File: config.mk
export PLATFORM = sky130hd
export DESIGN_NAME = xadc_sample_reader
export DESIGN_NICKNAME = d
export VERILOG_FILES = /design/src/rtl/xadc_sample_reader.sv
export SDC_FILE = /design/constraint.sdc
export NUM_CORES = 1
export LEC_CHECK = 0
export ABC_AREA = 1
export BUFFER_PORTS_ARGS = -buffer_cell sky130_fd_sc_hd__buf_2
export CAP_MARGIN = 20
export CORE_MARGIN = 3
export CORE_UTILIZATION = 26
export CTS_CLUSTER_SIZE = 20
export DETAILED_ROUTE_END_ITERATION = 10
export GPL_TIMING_DRIVEN = 0
export HOLD_SLACK_MARGIN = 0.02
export PLACE_DENSITY = 0.48
export SYNTH_ARGS = -nofsm -noshare
export SYNTH_HDL_FRONTEND = slang
export SYNTH_SLANG_ARGS = --single-unit
File: constraint.sdc
create_clock -name clk -period 1.9 [get_ports clk]
set_input_delay 0.285 -clock clk [delete_from_list [all_inputs] [get_ports clk]]
set_output_delay 0.285 -clock clk [all_outputs]
set_load 0.02 [all_outputs]
File: src/rtl/xadc_sample_reader.sv
// XADC DRP front end: one DRP read per end-of-conversion, offset-binary to signed
// conversion, 2**DECIM_LOG2 averaging, and a small valid/ready output FIFO.
module xadc_sample_reader #(
    parameter logic [6:0] DADDR      = 7'h12,
    parameter int         DECIM_LOG2 = 2,
    parameter int         TIMEOUT    = 31,
    parameter int         FIFO_AW    = 2
) (
    input  logic               clk,
    input  logic               rst_n,
    input  logic               eoc,
    input  logic               drdy,
    input  logic [15:0]        do_data,
    output logic               den,
    output logic [6:0]         daddr,
    output logic               dwe,
    input  logic               out_ready,
    output logic [11:0]        sample_out,
    output logic               sample_valid,
    output logic [FIFO_AW:0]   fifo_level,
    input  logic               clear_err,
    output logic               err_timeout,
    output logic               err_overrun
);

    localparam int ACC_W = 12 + DECIM_LOG2;
    localparam int CNT_W = (DECIM_LOG2 > 0) ? DECIM_LOG2 : 1;
    localparam int DEPTH = 1 << FIFO_AW;

    localparam logic [CNT_W-1:0]   CNT_LAST = CNT_W'((1 << DECIM_LOG2) - 1);
    localparam logic [CNT_W-1:0]   CNT_ONE  = CNT_W'(1);
    localparam logic [7:0]         TMO_LAST = 8'(TIMEOUT - 1);
    localparam logic [FIFO_AW-1:0] PTR_ONE  = FIFO_AW'(1);
    localparam logic [FIFO_AW:0]   LVL_ONE  = (FIFO_AW + 1)'(1);
    localparam logic [FIFO_AW:0]   LVL_FULL = (FIFO_AW + 1)'(DEPTH);

    typedef enum logic [1:0] {
        ST_IDLE,
        ST_REQ,
        ST_WAIT,
        ST_ACC
    } state_t;

    state_t state, state_nx;

    logic                    capture;
    logic                    timeout_hit;
    logic                    acc_en;
    logic [7:0]              tmo_cnt;
    logic signed [11:0]      conv_s;
    logic signed [ACC_W-1:0] acc;
    logic signed [ACC_W-1:0] acc_sum;
    logic [CNT_W-1:0]        conv_cnt;
    logic                    last_conv;
    logic                    push;
    logic [11:0]             avg;

    logic [11:0]             mem [DEPTH];
    logic [FIFO_AW-1:0]      wr_ptr;
    logic [FIFO_AW-1:0]      rd_ptr;
    logic [FIFO_AW:0]        level;
    logic                    full;
    logic                    pop;
    logic                    push_ok;
    logic                    drop;

    // Result sits in do_data[15:4]; the low nibble carries nothing useful.
    logic unused_do_lsb;
    assign unused_do_lsb = ^do_data[3:0];

    assign daddr = DADDR;
    assign dwe   = 1'b0;

    // ------------------------------------------------------------------ FSM
    // NOTE: sequential state uses non-blocking (<=) so every register samples
    // pre-edge values; blocking here would make results depend on block order.
    always_ff @(posedge clk or negedge rst_n) begin
        if (!rst_n) begin
            state <= ST_IDLE;
        end else begin
            state <= state_nx;
        end
    end

    // NOTE: every output of this block gets a default first; a path that leaves
    // one unassigned would infer a latch.
    always_comb begin
        state_nx    = state;
        den         = 1'b0;
        capture     = 1'b0;
        timeout_hit = 1'b0;
        acc_en      = 1'b0;
        case (state)
            ST_IDLE: begin
                if (eoc) state_nx = ST_REQ;
            end
            ST_REQ: begin
                den      = 1'b1;
                state_nx = ST_WAIT;
            end
            ST_WAIT: begin
                if (drdy) begin
                    capture  = 1'b1;
                    state_nx = ST_ACC;
                end else if (tmo_cnt == TMO_LAST) begin
                    timeout_hit = 1'b1;
                    state_nx    = ST_IDLE;
                end
            end
            ST_ACC: begin
                acc_en   = 1'b1;
                state_nx = ST_IDLE;
            end
            default: state_nx = ST_IDLE;
        endcase
    end

    // Counts WAIT cycles without drdy; zero on WAIT entry so the abort lands
    // exactly TIMEOUT cycles after the den pulse.
    always_ff @(posedge clk or negedge rst_n) begin
        if (!rst_n) begin
            tmo_cnt <= '0;
        end else if (state == ST_WAIT && !drdy && !timeout_hit) begin
            tmo_cnt <= tmo_cnt + 8'd1;
        end else begin
            tmo_cnt <= '0;
        end
    end

    // ------------------------------------------------------------ datapath
    always_ff @(posedge clk or negedge rst_n) begin
        if (!rst_n) begin
            conv_s <= '0;
        end else if (capture) begin
            conv_s <= {~do_data[15], do_data[14:4]};
        end
    end

    assign acc_sum   = acc + ACC_W'(conv_s);
    assign last_conv = (conv_cnt == CNT_LAST);
    assign push      = acc_en && last_conv;
    assign avg       = 12'(acc_sum >>> DECIM_LOG2);

    always_ff @(posedge clk or negedge rst_n) begin
        if (!rst_n) begin
            acc      <= '0;
            conv_cnt <= '0;
        end else if (acc_en) begin
            if (last_conv) begin
                acc      <= '0;
                conv_cnt <= '0;
            end else begin
                acc      <= acc_sum;
                conv_cnt <= conv_cnt + CNT_ONE;
            end
        end
    end

    // ---------------------------------------------------------------- FIFO
    assign full         = (level == LVL_FULL);
    assign sample_valid = (level != '0);
    assign pop          = sample_valid && out_ready;
    // A pop in the same cycle frees the slot the write lands in.
    assign push_ok      = push && (!full || pop);
    assign drop         = push && full && !pop;
    assign sample_out   = mem[rd_ptr];
    assign fifo_level   = level;

    // NOTE: the storage is reset as well, since it is tiny and sample_out reads
    // straight from it and must be zero out of reset.
    always_ff @(posedge clk or negedge rst_n) begin
        if (!rst_n) begin
            wr_ptr <= '0;
            rd_ptr <= '0;
            level  <= '0;
            for (int i = 0; i < DEPTH; i++) mem[i] <= '0;
        end else begin
            if (push_ok) begin
                mem[wr_ptr] <= avg;
                wr_ptr      <= wr_ptr + PTR_ONE;
            end
            if (pop) rd_ptr <= rd_ptr + PTR_ONE;
            case ({push_ok, pop})
                2'b10:   level <= level + LVL_ONE;
                2'b01:   level <= level - LVL_ONE;
                default: level <= level;
            endcase
        end
    end

    // ------------------------------------------------------- sticky errors
    always_ff @(posedge clk or negedge rst_n) begin
        if (!rst_n) begin
            err_timeout <= 1'b0;
            err_overrun <= 1'b0;
        end else begin
            if (timeout_hit)    err_timeout <= 1'b1;
            else if (clear_err) err_timeout <= 1'b0;
            if (drop)           err_overrun <= 1'b1;
            else if (clear_err) err_overrun <= 1'b0;
        end
    end

endmodule

# --- Word level (Yosys, flattened, before mapping) ---
# Index checks and enable logic that the tools add are counted.
word_totals:
  ff_bits: 95
  latch_bits: 0
  mem_bits_rw: 0
  rom_bits: 0
  input_bits: 22
  elab_cells: 80
  mem_count: 0
classes:
  n_addsub: 7
  multipliers: 0
  n_div: 0
  magnitude_cmp: 3
  n_eq_ne: 10
  shift: 0
  n_mux: 24
  bitwise_logic: 3
  n_reduce_logical: 19
op_table:
  columns: ["op", "n"]
  rows:
  - ["48-bit bitwise mux", 1]
  - ["12-bit 2-to-1 mux", 3]
  - ["12-bit binary-select mux with 2-bit select", 1]
  - ["12-bit demux with 2-bit select", 1]
  - ["14-bit by 12-bit adder with 14-bit output", 1]
  - ["14-bit 2-to-1 mux", 1]
  - ["1-bit 2-to-1 mux", 10]
  - ["8-bit by 1-bit adder with 8-bit output, second input constant", 1]
  - ["2-bit equality test, second input constant", 4]
  - ["8-bit by 5-bit equality test with 1-bit output, second input constant", 1]
  - ["1-bit logical AND", 8]
  - ["2-bit 2-to-1 mux", 4]
  - ["8-bit 2-to-1 mux", 1]
  - ["2-bit case mux with 4 select lines", 1]
  - ["2-bit by 1-bit adder with 2-bit output, second input constant", 3]
  - ["3-bit >= comparator, second input constant", 2]
  - ["2-bit NOT with 3-bit output", 2]
  - ["3-bit case mux with 2 select lines", 1]
  - ["2-bit nonzero test", 3]
  - ["2-bit by 1-bit equality test with 1-bit output, second input constant", 2]
  - ["1-bit logical NOT", 4]
  - ["3-bit by 1-bit adder with 3-bit output, second input constant", 1]
  - ["3-bit equality test, second input constant", 1]
  - ["3-bit by 1-bit < comparator with 1-bit output, second input constant", 1]
  - ["other kinds (8)", 8]

# --- Longest topological paths before layout ---
depth:
  word_depth: 7
  depth_mapped: 11

# --- Least setup slack after synthesis ---
# OpenSTA, ideal clock, no wires.
synth_timing:
  path_kind: "register to register"
  startpoint: "reg level[1] (netlist: fifo_level[1])"
  endpoint: "reg level[2] (netlist: fifo_level[2])"
  setup_ns: 0.131
  arrival_ns: 1.929
  required_ns: 1.769
  path_slack_ns: -0.160
  stages_incl_launch_ff: 10
  path_buffers: 0
  synth_period_minus_slack_ns: 2.060
  path_cell_list: "dfrtp_1 -> nor2_1 -> nand3_1 -> nand2_4 -> ha_1 -> inv_1 -> fa_1 -> a21oi_1 -> o21ai_0 -> xor2_1"
synth_between:
  elab_chain_cells: 6
  elab_cells_between_ends: 12
synth_lines:
  columns: ["element", "line", "text"]
  rows:
  - ["start, declared", "61", "logic [FIFO_AW:0] level;"]
  - ["start signal, assigned", "184", "2'b10: level <= level + LVL_ONE;"]
  - ["start signal, assigned", "185", "2'b01: level <= level - LVL_ONE;"]
  - ["start signal, assigned", "186", "default: level <= level;"]
  - ["3-bit equality test or 3-bit nonzero test (tied branches)", "160, 161", null]
  - ["1-bit logical NOT or 1-bit logical AND (tied branches)", "164, 162", null]
  - ["1-bit logical OR", "164", "assign push_ok = push && (!full || pop);"]
  - ["1-bit logical AND", "164", null]
  - ["2-bit by 1-bit equality test with 1-bit output or 2-bit equality test (tied branches)", "183", "case ({push_ok, pop})"]
  - ["3-bit case mux with 2 select lines or 2-bit nonzero test (tied branches)", null, null]
# Parallel ways exist; a longest one is shown, timed or not.
# A chain may end at the register's enable or synchronous reset.

# --- Worst setup path in the final report ---
layout_timing:
  startpoint: "reg conv_s[0]"
  endpoint: "reg mem[10] (netlist name)"
layout_between:
  elab_chain_cells: 2
layout_lines:
  columns: ["element", "line", "text"]
  rows:
  - ["start, declared", "50", "logic signed [11:0] conv_s;"]
  - ["start signal, assigned", "135", "conv_s <= {~do_data[15], do_data[14:4]};"]
  - ["14-bit by 12-bit adder with 14-bit output", "139", "assign acc_sum = acc + ACC_W'(conv_s);"]
  - ["48-bit bitwise mux", "179", "mem[wr_ptr] <= avg;"]
  - ["end signal, assigned by index", "179", null]
  - ["end, declared", "58", "logic [11:0] mem [DEPTH];"]
# Every way passes these cells.

==> results.md <==
- Post-Route WL: 13260 µm
- # H-tree levels: 3
- Worst slew margin: 63.56%
- Area Overhead vs Synth: 26.08%
- RSZ-0062 raised after global routing: yes
- Area leader, netlist: dfrtp_1
- Die height: 145.3 µm
- Critical path arrival: 2110 ps
- Core Box Area: 18890 µm²
- Io pins: 49
- P_leak: 0.003210 µW
- Clock buffer depth: 2
- Dominant cells by area after synthesis: dfrtp_1 47%, nand2_1 14%, ha_1 5.2%, nand3_1 4.9%, inv_1 4.4%
- GRT Overall Usage: roughly an eighth
- Final global-route overflow total: 0
- PortBufs: 36
- Root Driver: clkbuf_16
- Sequential share of power: between 20% and 30%
- Comb power frac: 54.7%
- Max-slew violations: 0
- Hold Crit Class: in -> reg
- Worst-Margin Slew: 546.6 ps
- Fin Setup TNS: 0 ps
- Fin worst setup slack: about 79 ps
- Count of cell types in the netlist: 32
- Largest incremental delay on the critical path: 380 ps
- Total CTS buffers: 9
- Antenna-violating nets left: 0
- Area post-placement: 5635 µm²
- Rows: 50
- Fin cells: between 900 and 1000
- Clock sinks: 95
- Clock-pin slew on the worst setup and hold paths: around 70 ps
- Max-Cap Viols: 0
- Tcrit/Tclk final: 95.85%
- Pre-CTS WS: -285.2 ps
- Critical Path Source Type: flop
- CTS tree: done
- Via density per instance: ~4.3
- Avg Inst Size Synth: 8.159 µm²
- DP Cell Count: slightly above 900
- Crit. End Element: flop
- Layout cells sized above 1: 23.14%
- IR drop worst, VDD: 0.0007213 V
- ANT cells: 0
- Final HPWL from detailed placement: 9143 µm
- Final Hold Fails: 0
- Crit path cell chain: ha_2 > inv_1 > fa_2 > inv_2 > nand3_2 > nand3_4 > nand3_2 > nand4_1 > buf_6 > nand3_1 > nand2_1
- R2R setup slack: between 70 and 80 ps
- Switching Share: 44.88%
- Die area: 21100 µm²
- Post-synth top area share: 47.15%
- Largest net degree at the start of global routing: 57
- Worst EP required: 2190 ps
- Netlist Area Pre-Place: 5042 µm²
- Clock latency on the worst-skew pair: 350 ps
- Post-synthesis sequential area ratio: between 40% and 50%
- Fmax: 549.1 MHz
- Crit Path Category: reg -> reg
- Initial DRC Count: 172
- Drt drc: 0
- Int Power: 6343 µW
- CP Max Fanout: 5
- Synthesis-stage register bit count: 95
- Synth warnings: 0
- Starting Density: between 20% and 30%
- Power per cell area: 1810 nW/µm²
- DRT Pass-1 Iters: 4
- Part of the power in the clock network: approximately 18%
- GP Congestion: 0.7915
- # setup viols final: 0
- CP max stage cell: fa_2
- Vias in the first global route: just over 4000
- Hold Slack: roughly 130 ps
- Most frequent cells in the layout: 186 x nand2_1, 90 x dfrtp_1, 54 x inv_1, 48 x nor2_1, 42 x nand3_1
- Setup Skew: 10.34 ps
- Status: completed
- Commonest non-fill, non-tap cell in the layout: nand2_1
- Chip width: 145.3 µm
- Net load switching power: 5165 µW
- CP most frequent cell: nand3_2
- Initial antenna violation count: 0
- Drt wl/cell: around 14 µm
- First-pass GRT wire length: 21640 µm
- Total number of vias: 4093
- Synth Instances: 618
- Crit path time final: 1821 ps
- # nets final: 727
- Post-route cell area: approximately 6400 µm²
per-layer routing:
layer / GRT usage, % / vias to the layer above / share of wire [%]
met1: 17.55 / 1923 / 49
met2: 20.38 / 60 / 46
li1: - / 2104 / -
met3: 3.217 / 6 / 3.6
met5: 0 / - / 0
met4: 3.039 / 0 / 0.81
state kept, by name, indices dropped and copies added (netlist names):
signal       cells
tmo_cnt          8
fifo_level       3
err_timeout      1
acc             14
conv_s          12
err_overrun      1
state            2
rd_ptr           2
mem             48
wr_ptr           2
conv_cnt         2
Yosys cell counts:
cell type / n
nor2_4: 4
a21o_1: 1
buf_6: 3
fa_1: 2
buf_4: 11
conb_1: 2
o21ai_0: 40
ha_1: 21
nand4_1: 5
o32ai_1: 1
nand2_1: 193
nand3b_1: 3
xor2_1: 7
or2_2: 2
xnor2_1: 4
a21oi_1: 11
inv_1: 59
nand3_1: 49
nor2_1: 50
and3_1: 1
clkbuf_1: 8
nor3b_1: 1
a22o_1: 4
o22ai_1: 13
dfrtp_1: 95
mux2_2: 10
buf_2: 3
nand3_2: 2
clkinv_1: 1
nor3_1: 7
inv_2: 3
nand2_4: 2
kinds of logic (layout without fill, tap and decap cells):
group                      Yosys count  count (layout)  share of synthesized area [%]
other                                2               8                         0.1489
xor gates and xnor gates            11              11                          1.911
and+or+nand+nor                    319             319                          26.97
AOI/OAI and AO/OA                   70              70                          7.692
adders and majority gates           23              23                          6.005
buffers and inverters               88             151                          7.891
muxes                               10              10                          2.233
DFF                                 95              95                          47.15
stage by stage:
| step | utilization (%) | total power [µW] |
|---|---|---|
| after floorplan | - | 6807 |
| after global placement | 29.67 | 8460 |
| after detailed placement | 29.83 | 8484 |
| after CTS | 32.49 | 11020 |
| after global routing | 33.65 | 12520 |
| final | 33.65 | 11510 |
final timing paths:
path | start | to | cells after the start
min in group asynchronous | rst_n | tmo_cnt[5] | 2
hold / removal | do_data[15] | conv_s[11] | 2
max in group asynchronous | rst_n | rd_ptr[0] | 3
setup reg to reg | conv_s[0] | mem[10] | 11
hold reg to reg | mem[26] | mem[26] | 2
setup / recovery | conv_s[0] | mem[10] | 11
critical path, delay by kind of cell, from the launching register on:
kind	cells	cell delay (ps)
fa+ha+maj	2	560
simple gates	6	550
flops	1	360
buf+inv	3	270
power by group through the flow:
stage,logic (µW),registers (µW),clock network (µW)
after global routing,7090,3270,2160
final,6300,3190,2020
after CTS,5790,3140,2090
after detailed placement,5340,3150,0
after global placement,5320,3140,0
after floorplan,3730,3080,0
layout make-up:
type | instances | area (µm²)
inverters | 63 | 241.5
well taps | 260 | 325.3
multi-input cells | 441 | 2550
clock buffers | 11 | 252.7
plain buffers | 24 | 201.4
repair buffers | 48 | 322.8
flip-flops and latches | 95 | 2384
clock inverters | 5 | 80.08
fillers | 2079 | 12540
what timing repair did:
item	4_1_cts	5_1_grt
pin swaps	3	14
setup endpoints to repair	46	63
cloned	0	0
setup buffers	4	6
hold buffers	1	0
endpoints found under the hold margin	39	0
gates resized for setup	38	48
No activity file was read; power rests on OpenSTA's default activity.
